--- src/rtl/shift_reg_mem_collect_pkg.sv ---
// Types shared by both ends of the shift memory stream so that the two ends
// agree on element width and lane order.
package shift_mem_pkg;

  localparam int DATA_W = 8;
  localparam int DEPTH  = 32;
  localparam int CNT_W  = $clog2(DEPTH + 1);

  typedef logic signed [DATA_W-1:0] elem_t;
  typedef elem_t [DEPTH-1:0] vec_t;

  typedef enum logic [1:0] {
    FILL = 2'd0,
    PAD  = 2'd1,
    FULL = 2'd2
  } collect_state_e;

  localparam logic [CNT_W-1:0] CNT_ZERO = CNT_W'(0);
  localparam logic [CNT_W-1:0] CNT_ONE  = CNT_W'(1);
  localparam logic [CNT_W-1:0] CNT_FULL = CNT_W'(DEPTH);
  localparam logic [CNT_W-1:0] CNT_LAST = CNT_W'(DEPTH - 1);

endpackage

--- src/rtl/shift_reg_mem_collect_if.sv ---
// Stream-in / vector-out bundle of the collector; the slave side is the collector.
interface shift_reg_mem_collect_if;
  import shift_mem_pkg::*;

  elem_t            in_data;
  logic             in_valid;
  logic             in_ready;
  logic             flush;
  vec_t             read_data;
  logic             out_valid;
  logic             out_ready;
  logic             out_padded;
  logic [CNT_W-1:0] fill_count;

  modport slave (
    input  in_data, in_valid, flush, out_ready,
    output in_ready, read_data, out_valid, out_padded, fill_count
  );

  modport master (
    output in_data, in_valid, flush, out_ready,
    input  in_ready, read_data, out_valid, out_padded, fill_count
  );

endinterface

--- src/rtl/shift_reg_mem_collect_comb.sv ---
// Next-lane function: shifts lane i-1 into lane i and inserts either the
// incoming element or a zero pad at lane 0.
module shift_reg_mem_collect_comb
  import shift_mem_pkg::*;
(
  input  vec_t  lanes_i,
  input  elem_t in_data_i,
  input  logic  shift_en_i,
  input  logic  pad_sel_i,
  output vec_t  lanes_o
);

  // Shift or hold the lane vector.
  always_comb begin
    lanes_o = lanes_i;
    if (shift_en_i) begin
      for (int i = DEPTH - 1; i > 0; i--) begin
        lanes_o[i] = lanes_i[i-1];
      end
      if (pad_sel_i) begin
        lanes_o[0] = {DATA_W{1'b0}};
      end else begin
        lanes_o[0] = in_data_i;
      end
    end else begin
      lanes_o = lanes_i;
    end
  end

endmodule

--- src/rtl/shift_reg_mem_collect.sv ---
// Serial-to-parallel collector: gathers DEPTH signed elements into a vector,
// optionally zero-padding a partial vector on flush.
module shift_reg_mem_collect
  import shift_mem_pkg::*;
(
  input  logic                   clk,
  input  logic                   rst_n,
  shift_reg_mem_collect_if.slave bus
);

  collect_state_e   state_q, state_d;
  vec_t             lanes_q, lanes_d;
  logic [CNT_W-1:0] fill_q, fill_d;
  logic             padded_q, padded_d;
  logic             shift_en_s, pad_sel_s;
  logic             in_ready_s, out_valid_s;
  logic             accept_s, consume_s;

  shift_reg_mem_collect_comb u_comb (
    .lanes_i    (lanes_q),
    .in_data_i  (bus.in_data),
    .shift_en_i (shift_en_s),
    .pad_sel_i  (pad_sel_s),
    .lanes_o    (lanes_d)
  );

  // FULL forwards out_ready as in_ready so a new vector can start on the consume cycle.
  always_comb begin
    in_ready_s  = 1'b0;
    out_valid_s = (state_q == FULL);
    case (state_q)
      FILL:    in_ready_s = 1'b1;
      PAD:     in_ready_s = 1'b0;
      FULL:    in_ready_s = bus.out_ready;
      default: in_ready_s = 1'b0;
    endcase
  end

  assign accept_s  = bus.in_valid & in_ready_s;
  assign consume_s = out_valid_s & bus.out_ready;

  // Next state, fill counter, pad flag and shift control.
  always_comb begin
    state_d    = state_q;
    fill_d     = fill_q;
    padded_d   = padded_q;
    shift_en_s = 1'b0;
    pad_sel_s  = 1'b0;
    case (state_q)
      FILL: begin
        if (accept_s) begin
          shift_en_s = 1'b1;
          fill_d     = fill_q + CNT_ONE;
          if (fill_q == CNT_LAST) begin
            state_d  = FULL;
            padded_d = 1'b0;
          end else if (bus.flush) begin
            state_d  = PAD;
            padded_d = 1'b1;
          end else begin
            state_d = FILL;
          end
        end else if (bus.flush && (fill_q != CNT_ZERO)) begin
          state_d  = PAD;
          padded_d = 1'b1;
        end else begin
          state_d = FILL;
        end
      end
      PAD: begin
        shift_en_s = 1'b1;
        pad_sel_s  = 1'b1;
        fill_d     = fill_q + CNT_ONE;
        if (fill_q == CNT_LAST) begin
          state_d = FULL;
        end else begin
          state_d = PAD;
        end
      end
      FULL: begin
        // Lanes above 0 may shift here; they are refilled before the next FULL.
        if (consume_s) begin
          state_d  = FILL;
          padded_d = 1'b0;
          if (accept_s) begin
            shift_en_s = 1'b1;
            fill_d     = CNT_ONE;
          end else begin
            fill_d = CNT_ZERO;
          end
        end else begin
          state_d = FULL;
        end
      end
      default: begin
        state_d  = FILL;
        fill_d   = CNT_ZERO;
        padded_d = 1'b0;
      end
    endcase
  end

  // State, lane and counter registers.
  always_ff @(posedge clk or negedge rst_n) begin
    if (!rst_n) begin
      state_q  <= FILL;
      lanes_q  <= '0;
      fill_q   <= CNT_ZERO;
      padded_q <= 1'b0;
    end else begin
      state_q  <= state_d;
      lanes_q  <= lanes_d;
      fill_q   <= fill_d;
      padded_q <= padded_d;
    end
  end

  assign bus.in_ready   = in_ready_s;
  assign bus.out_valid  = out_valid_s;
  assign bus.read_data  = lanes_q;
  assign bus.out_padded = padded_q;
  assign bus.fill_count = fill_q;

endmodule
--- src/flat_wrapper.sv ---
// flat-port wrapper written by rule: the top's interface ports become plain ports
module shift_reg_mem_collect_flat import shift_mem_pkg::*;
  (clk, rst_n, bus_in_data, bus_in_valid, bus_flush, bus_out_ready, bus_in_ready, bus_read_data, bus_out_valid, bus_out_padded, bus_fill_count);
  shift_reg_mem_collect_if bus_i ();
  input  logic clk;
  input  logic rst_n;
  input wire logic [$bits(bus_i.in_data)-1:0] bus_in_data;
  input wire logic [$bits(bus_i.in_valid)-1:0] bus_in_valid;
  input wire logic [$bits(bus_i.flush)-1:0] bus_flush;
  input wire logic [$bits(bus_i.out_ready)-1:0] bus_out_ready;
  output wire logic [$bits(bus_i.in_ready)-1:0] bus_in_ready;
  output wire logic [$bits(bus_i.read_data)-1:0] bus_read_data;
  output wire logic [$bits(bus_i.out_valid)-1:0] bus_out_valid;
  output wire logic [$bits(bus_i.out_padded)-1:0] bus_out_padded;
  output wire logic [$bits(bus_i.fill_count)-1:0] bus_fill_count;
  assign bus_i.in_data = bus_in_data;
  assign bus_i.in_valid = bus_in_valid;
  assign bus_i.flush = bus_flush;
  assign bus_i.out_ready = bus_out_ready;
  assign bus_in_ready = bus_i.in_ready;
  assign bus_read_data = bus_i.read_data;
  assign bus_out_valid = bus_i.out_valid;
  assign bus_out_padded = bus_i.out_padded;
  assign bus_fill_count = bus_i.fill_count;
  shift_reg_mem_collect u_core (.clk(clk), .rst_n(rst_n), .bus(bus_i));
endmodule
--- config.mk ---
export PLATFORM = sky130hd
export DESIGN_NAME = shift_reg_mem_collect_flat
export DESIGN_NICKNAME = d
export VERILOG_FILES = /design/src/rtl/shift_reg_mem_collect_pkg.sv /design/src/rtl/shift_reg_mem_collect_if.sv /design/src/rtl/shift_reg_mem_collect_comb.sv /design/src/rtl/shift_reg_mem_collect.sv /design/src/flat_wrapper.sv
export SDC_FILE = /design/constraint.sdc
export NUM_CORES = 1
export LEC_CHECK = 0
export BUFFER_PORTS_ARGS = -buffer_cell sky130_fd_sc_hd__buf_2
export CAP_MARGIN = 10
export CORE_ASPECT_RATIO = 1.2
export CORE_UTILIZATION = 47
export DETAILED_ROUTE_END_ITERATION = 7
export PLACE_DENSITY = 0.76
export SETUP_SLACK_MARGIN = 0.2
export SLEW_MARGIN = 20
export SYNTH_ARGS = -nofsm -noshare
export SYNTH_HDL_FRONTEND = slang
export SYNTH_SLANG_ARGS = --single-unit
--- constraint.sdc ---
create_clock -name clk -period 1.7 [get_ports clk]
set_input_delay 0.255 -clock clk [delete_from_list [all_inputs] [get_ports clk]]
set_output_delay 0.255 -clock clk [all_outputs]
set_load 0.02 [all_outputs]
==> Word-level counts from Yosys, hierarchy flattened <==
Cells that the tools add are included.
{ "totals": {"register_bits": 265, "in_bits": 13, "out_inout_bits": 265} }
{ "classes": {"add_sub_neg": 1, "eq_ne": 7, "mux": 23, "n_bitwise": 3, "reduce_logical": 5} }
{ "ops": {"columns": ["cell", "n"], "rows": [
  ["case mux 6 bit (3 select lines)", 1],
  ["two-way mux 6 bit", 2],
  ["two-way mux 1 bit", 11],
  ["two-way mux 2 bit", 4],
  ["two-way mux 8 bit", 1],
  ["adder 6 x 1 -> 6 bit (second input constant)", 1],
  ["== test 6 x 5 -> 1 bit (second input constant)", 1],
  ["case mux 1 bit (3 select lines)", 2],
  ["case mux 2 bit (3 select lines)", 1],
  ["nonzero test 6 bit", 1],
  ["inequality test 4 bit (second input constant)", 1],
  ["AND reduction 4 bit", 1],
  ["inequality test 3 x 1 -> 1 bit (second input constant)", 1],
  ["AND 1 bit", 2],
  ["== test 2 x 1 -> 1 bit (second input constant)", 1],
  ["== test 2 bit (second input constant)", 1],
  ["zero test 2 bit", 1],
  ["inequality test 2 x 1 -> 1 bit (second input constant)", 1],
  ["inequality test 2 bit (second input constant)", 1],
  ["case mux 1 bit (2 select lines)", 1],
  ["AND reduction 2 bit", 1],
  ["logical AND 1 bit", 1],
  ["NOT 1 bit", 1]
]} }

==> Longest topological paths before layout <==
{ "logic_depth": {"depth_word": 6, "depth_mapped": 6, "mapped_depth_nobuf": 5} }

==> Hierarchy <==
From an unflattened synthesis, not the netlist that was laid out.
{ "hier_totals": {"hier_cells": 611, "hier_area_um2": 10231.1} }
{ "modules_own_cells": {"columns": ["module", "n_inst", "cells_per_inst", "area_each_um2", "seq_area_each_um2"], "rows": [
  ["shift_reg_mem_collect", 1, 324, 7004.2, 6631.4],
  ["shift_reg_mem_collect_comb", 1, 287, 3226.8, 0.0]
]} }

==> Least setup slack after synthesis <==
No wires, ideal clock.
{ "synth_path": {"path_type": "reg2reg", "startpoint": "reg u_core.state_q[0]", "endpoint": "reg u_core.lanes_q (netlist bit u_core.bus.read_data[16])", "arrival_time_ns": 1.484, "required_ns": 1.575, "setup_slack_ns": 0.092, "stages_incl_launch_ff": 7, "n_path_buf": 3, "period_less_slack_ns": 1.608, "cell_sequence": "dfrtp_1 > buf_4 > nand2b_4 > a21oi_4 > buf_4 > buf_6 > mux2_2"} }
{ "synth_via": {"elab_chain_len": 6} }
{ "synth_lines": {"columns": ["item", "line", "source"], "rows": [
  ["from (decl)", "shift_reg_mem_collect.sv:11", "collect_state_e state_q, state_d;"],
  ["from (signal assigned)", "shift_reg_mem_collect.sv:111", "state_q <= state_d;"],
  ["== test 2 bit / zero test 2 bit (equally long branches)", "shift_reg_mem_collect.sv:30, shift_reg_mem_collect.sv:31, shift_reg_mem_collect.sv:49", null],
  ["case mux 1 bit (2 select lines)", "shift_reg_mem_collect.sv:31", "case (state_q)"],
  ["AND 1 bit", "shift_reg_mem_collect.sv:39", "assign accept_s = bus.in_valid & in_ready_s;"],
  ["two-way mux 1 bit", "shift_reg_mem_collect.sv:51, shift_reg_mem_collect.sv:85", null],
  ["two-way mux 1 bit", "shift_reg_mem_collect.sv:82", "if (consume_s) begin"],
  ["case mux 1 bit (3 select lines) (*)", "shift_reg_mem_collect.sv:49", "case (state_q)"],
  ["to (signal assigned)", "shift_reg_mem_collect.sv:112", "lanes_q <= lanes_d;"],
  ["to (decl)", "shift_reg_mem_collect.sv:12", "vec_t lanes_q, lanes_d;"]
]} }
Mark *: on every way between the ends. The rest lies on a longest branch, timed or not.
A chain may end at the register's enable or synchronous reset.

==> Worst setup path in the final report <==
{ "layout_path": {"startpoint": "reg u_core.state_q[1]", "endpoint": "reg u_core.lanes_q (netlist bit u_core.bus.read_data[97])"} }
The elaborated chain is that of the path after synthesis.

==> results.md <==
* Status: finished with violations
* Violated checks: negative setup slack
* Worst EP arrival at 2.12 ns
* Mux share of post-synthesis cell area at between 20 and 30%
* Peak Freq at approximately 0.58 GHz
* Worst skew pair latency at roughly 0.53 ns
* Yosys warns at 0
* Synth top area share at 64.94%
* Initial Util at slightly below 50%
* GP Congestion at between 0.8 and 0.9
* Leak at between 8 and 9 nW
* I/O pins at approximately 280
* Worst-path clk slew at around 0.070 ns
* Hold Path Class: in2reg
* Critical path's slowest cell: dfrtp_1
* RSZ-0062 raised after global routing: yes
* ANT nets after route at 0
* Crit path launch type: register
* Setup violations, final at 8
* Grt ovf at 0
* Critical path's largest stage delay at roughly 0.4 ns
* Core Area at approximately 21000 sq um
* First-pass GRT wire length at 36650 um
* Layout Nets at 992
* Largest family of logic cells by synthesized area: multiplexers
* Synth top cells by count: dfrtp_1, mux2_2, mux2_1
* Antenna violations before repair at 0
* CP endpoint kind: register
* TritonCTS clock tree: done
* Seq cells post-synth at about 270
* Top post-synthesis cells by area: dfrtp_1, mux2_2, mux2_1, buf_4, buf_6
* Worst Path Required at between 2 and 2.5 ns
* Post-synth EDFFs at 0
* Buffers on Ports at around 280
* Row cnt at between 50 and 60
* Metal-1 WL at between 10000 and 15000 um
* Hpwl dp at approximately 16000 um
* Area delta synth->final at 42.82%
* Drt pass-1 iters at 4
* # DRC at 0
* Vias in the first global route at about 6500
* Worst-path maximum fanout at 10
* Largest net degree at the start of global routing at 52
* Worst hold margin at 0.07436 ns
* Final wirelength at approximately 27000 um
* Sequential share of the synthesized area at ~65%
* Top-count cell post-synth: dfrtp_1
* Clk buf depth at 3
* H-Tree Depth at 1
* Wire per inst at about 21 um
* Post-Synth XOR/XNOR Area at 0%
* Tmin final at around 1.7 ns
* MaxCap Viol Count at 0
* DR vias at around 6600
* WL met3 at around 1800 um
* CTS Sinks at ~270
* Post-route clock period utilization at 100.6%
* Die area at 22320 sq um
* Asr flop ratio synth at 100.0%
* Slew Viols, Final at 0
* WS Path Type: reg2reg
* Die width at around 140 um
* Worst Max-Slew Pin Slew at 0.4404 ns
* Yosys top cell by area: dfrtp_1
* Synth Area per Inst at approximately 16 sq um
* Worst setup margin at -0.01041 ns
* Post-Syn Nets at 640
* Worst vdd ir at about 0.0014 V
* Vias per cell at roughly 5.2
* Hold Fails Final Rpt at 0
* Relative slew slack at between 70% and 80%
* Final Instance Count excl. Fillers at ~1300
* Fraction of layout instances using a drive strength above 1 at a little under two thirds
* Clock Skew at a little over 0.01 ns
* Inserted Clock Buffers at 27
* Dpl cells at between 1000 and 1500
* Total GRT Usage at between 20% and 30%
* Mapped cell area at 10210 sq um
* Synth Instances at about 630
* N_diodes at 0
* Simple-Gate Fraction of Synth Area at between 1.5 and 2%
* Die H at 163.5 um
* Post-synthesis compound-gate area fraction at 1.580%
* Adder-cell area share of the yosys netlist at less than 1%
* DR top layer: met4
* Distinct cells, synth at 35
* Ys flop type: dfrtp_1
* PD cells at about 2000 nW/um^2
* Fillers at about 1400
* Clk Tree Root Cell: clkbuf_16
* CP cell instances: buf_6 > a21oi_4 > buf_8 > buf_16 > clkbuf_16 > mux2_2
* DR iter-0 viols at about 190
* Met2 routed WL at 13270 um
[state kept, by name, indices dropped and copies added, names as in the netlist]
signal                 count
u_core.bus.read_data     256
u_core.bus.fill_count      6
u_core.state_q             2
u_core.bus.out_padded      1
[kinds of logic after synthesis]
logic type | count (synthesis)
flip-flops | 265
multiplexers | 257
buffers and inverters | 47
AND/OR/NAND/NOR | 35
adder cells (fa/ha/maj) | 2
AO/OA/AOI/OAI | 19
[final timing paths]
check,cells after the start,to,slack [ns],from
worst max-delay path,6,u_core.bus.read_data[97],-0.01,u_core.state_q[1]
worst min-delay path,3,u_core.state_q[0],0.07,bus_flush
worst max register to register,6,u_core.bus.read_data[97],-0.01,u_core.state_q[1]
worst min register to register,1,u_core.bus.read_data[251],0.50,u_core.bus.read_data[251]
max in group asynchronous,3,u_core.bus.read_data[253],0.85,rst_n
min in group asynchronous,2,u_core.bus.read_data[171],0.23,rst_n
[cell type report]
| class | instances | area, sq um | share of cell area (%) |
|---|---|---|---|
| flip-flops and latches | 265 | 6634 | 45.48 |
| multi-input cells | 313 | 3902 | 26.76 |
| repair buffers | 354 | 2739 | 18.78 |
| clock buffers | 41 | 788.3 | 5.404 |
| well taps | 270 | 337.8 | 2.316 |
| clock inverters | 9 | 123.9 | 0.8493 |
| inverters | 16 | 60.06 | 0.4118 |
[cell usage in the layout, fill, tap and decap left out, drive strengths merged, types with 2 or more instances in the layout]
cell and count:
nand3 5, dfrtp 265, buf 330, nor3 2
a221o 2, bufinv 3, a2111oi 3, o41ai 2
inv 17, nor2 5, dlygate4sd3 9, nand2 12
clkinv 5, ha 2, a21oi 4, mux2 248
nand2b 3, clkbuf 56, mux2i 9, nor2b 4
[what timing repair did]
item / in CTS / in global routing
resized for setup: 72 / 134
hold endpoints to repair: 50 / 0
cloned: 5 / 18
hold buffers: 9 / 0
setup endpoints to repair: 252 / 254
pin swaps: 3 / 4
setup buffers: 10 / 3
[worst max-delay path, delay by kind of cell, from the launching register on]
family	cells	cell delay (ns)
AO/OA/AOI/OAI	1	0.21
multiplexers	1	0.34
buffers and inverters	4	0.65
flip-flops	1	0.40
[per-layer routing]
metal  global-route usage, %  vias to the layer above
met3                   5.431                       45
li1                        -                     2917
met5                       0                        -
met4                   5.101                        0
met2                   35.16                      237
met1                   27.33                     3418
[where the power goes]
part	leakage, nW	internal [mW]	switching, mW
Combinational	4.44	5.98	6.18
Sequential	3.61	8.56	2.11
Clock	0.452	3.65	2.42
Total	8.50	18.2	10.7
[stage by stage]
step	cell area, sq um	utilization (%)	power [mW]	setup WS (ns)	setup TNS [ns]
final	14590	69.07	28.89	-0.01041	-0.03731
after floorplan	10310	-	16.44	0.1397	0
after CTS	13640	64.59	27.26	0.01153	0
after detailed placement	12150	57.52	20.24	0.02942	0
after global placement	12150	57.52	20.00	0.06528	0
after global routing	14590	69.07	30.18	-0.06855	-4.748
(Power assumes the default switching activity.)
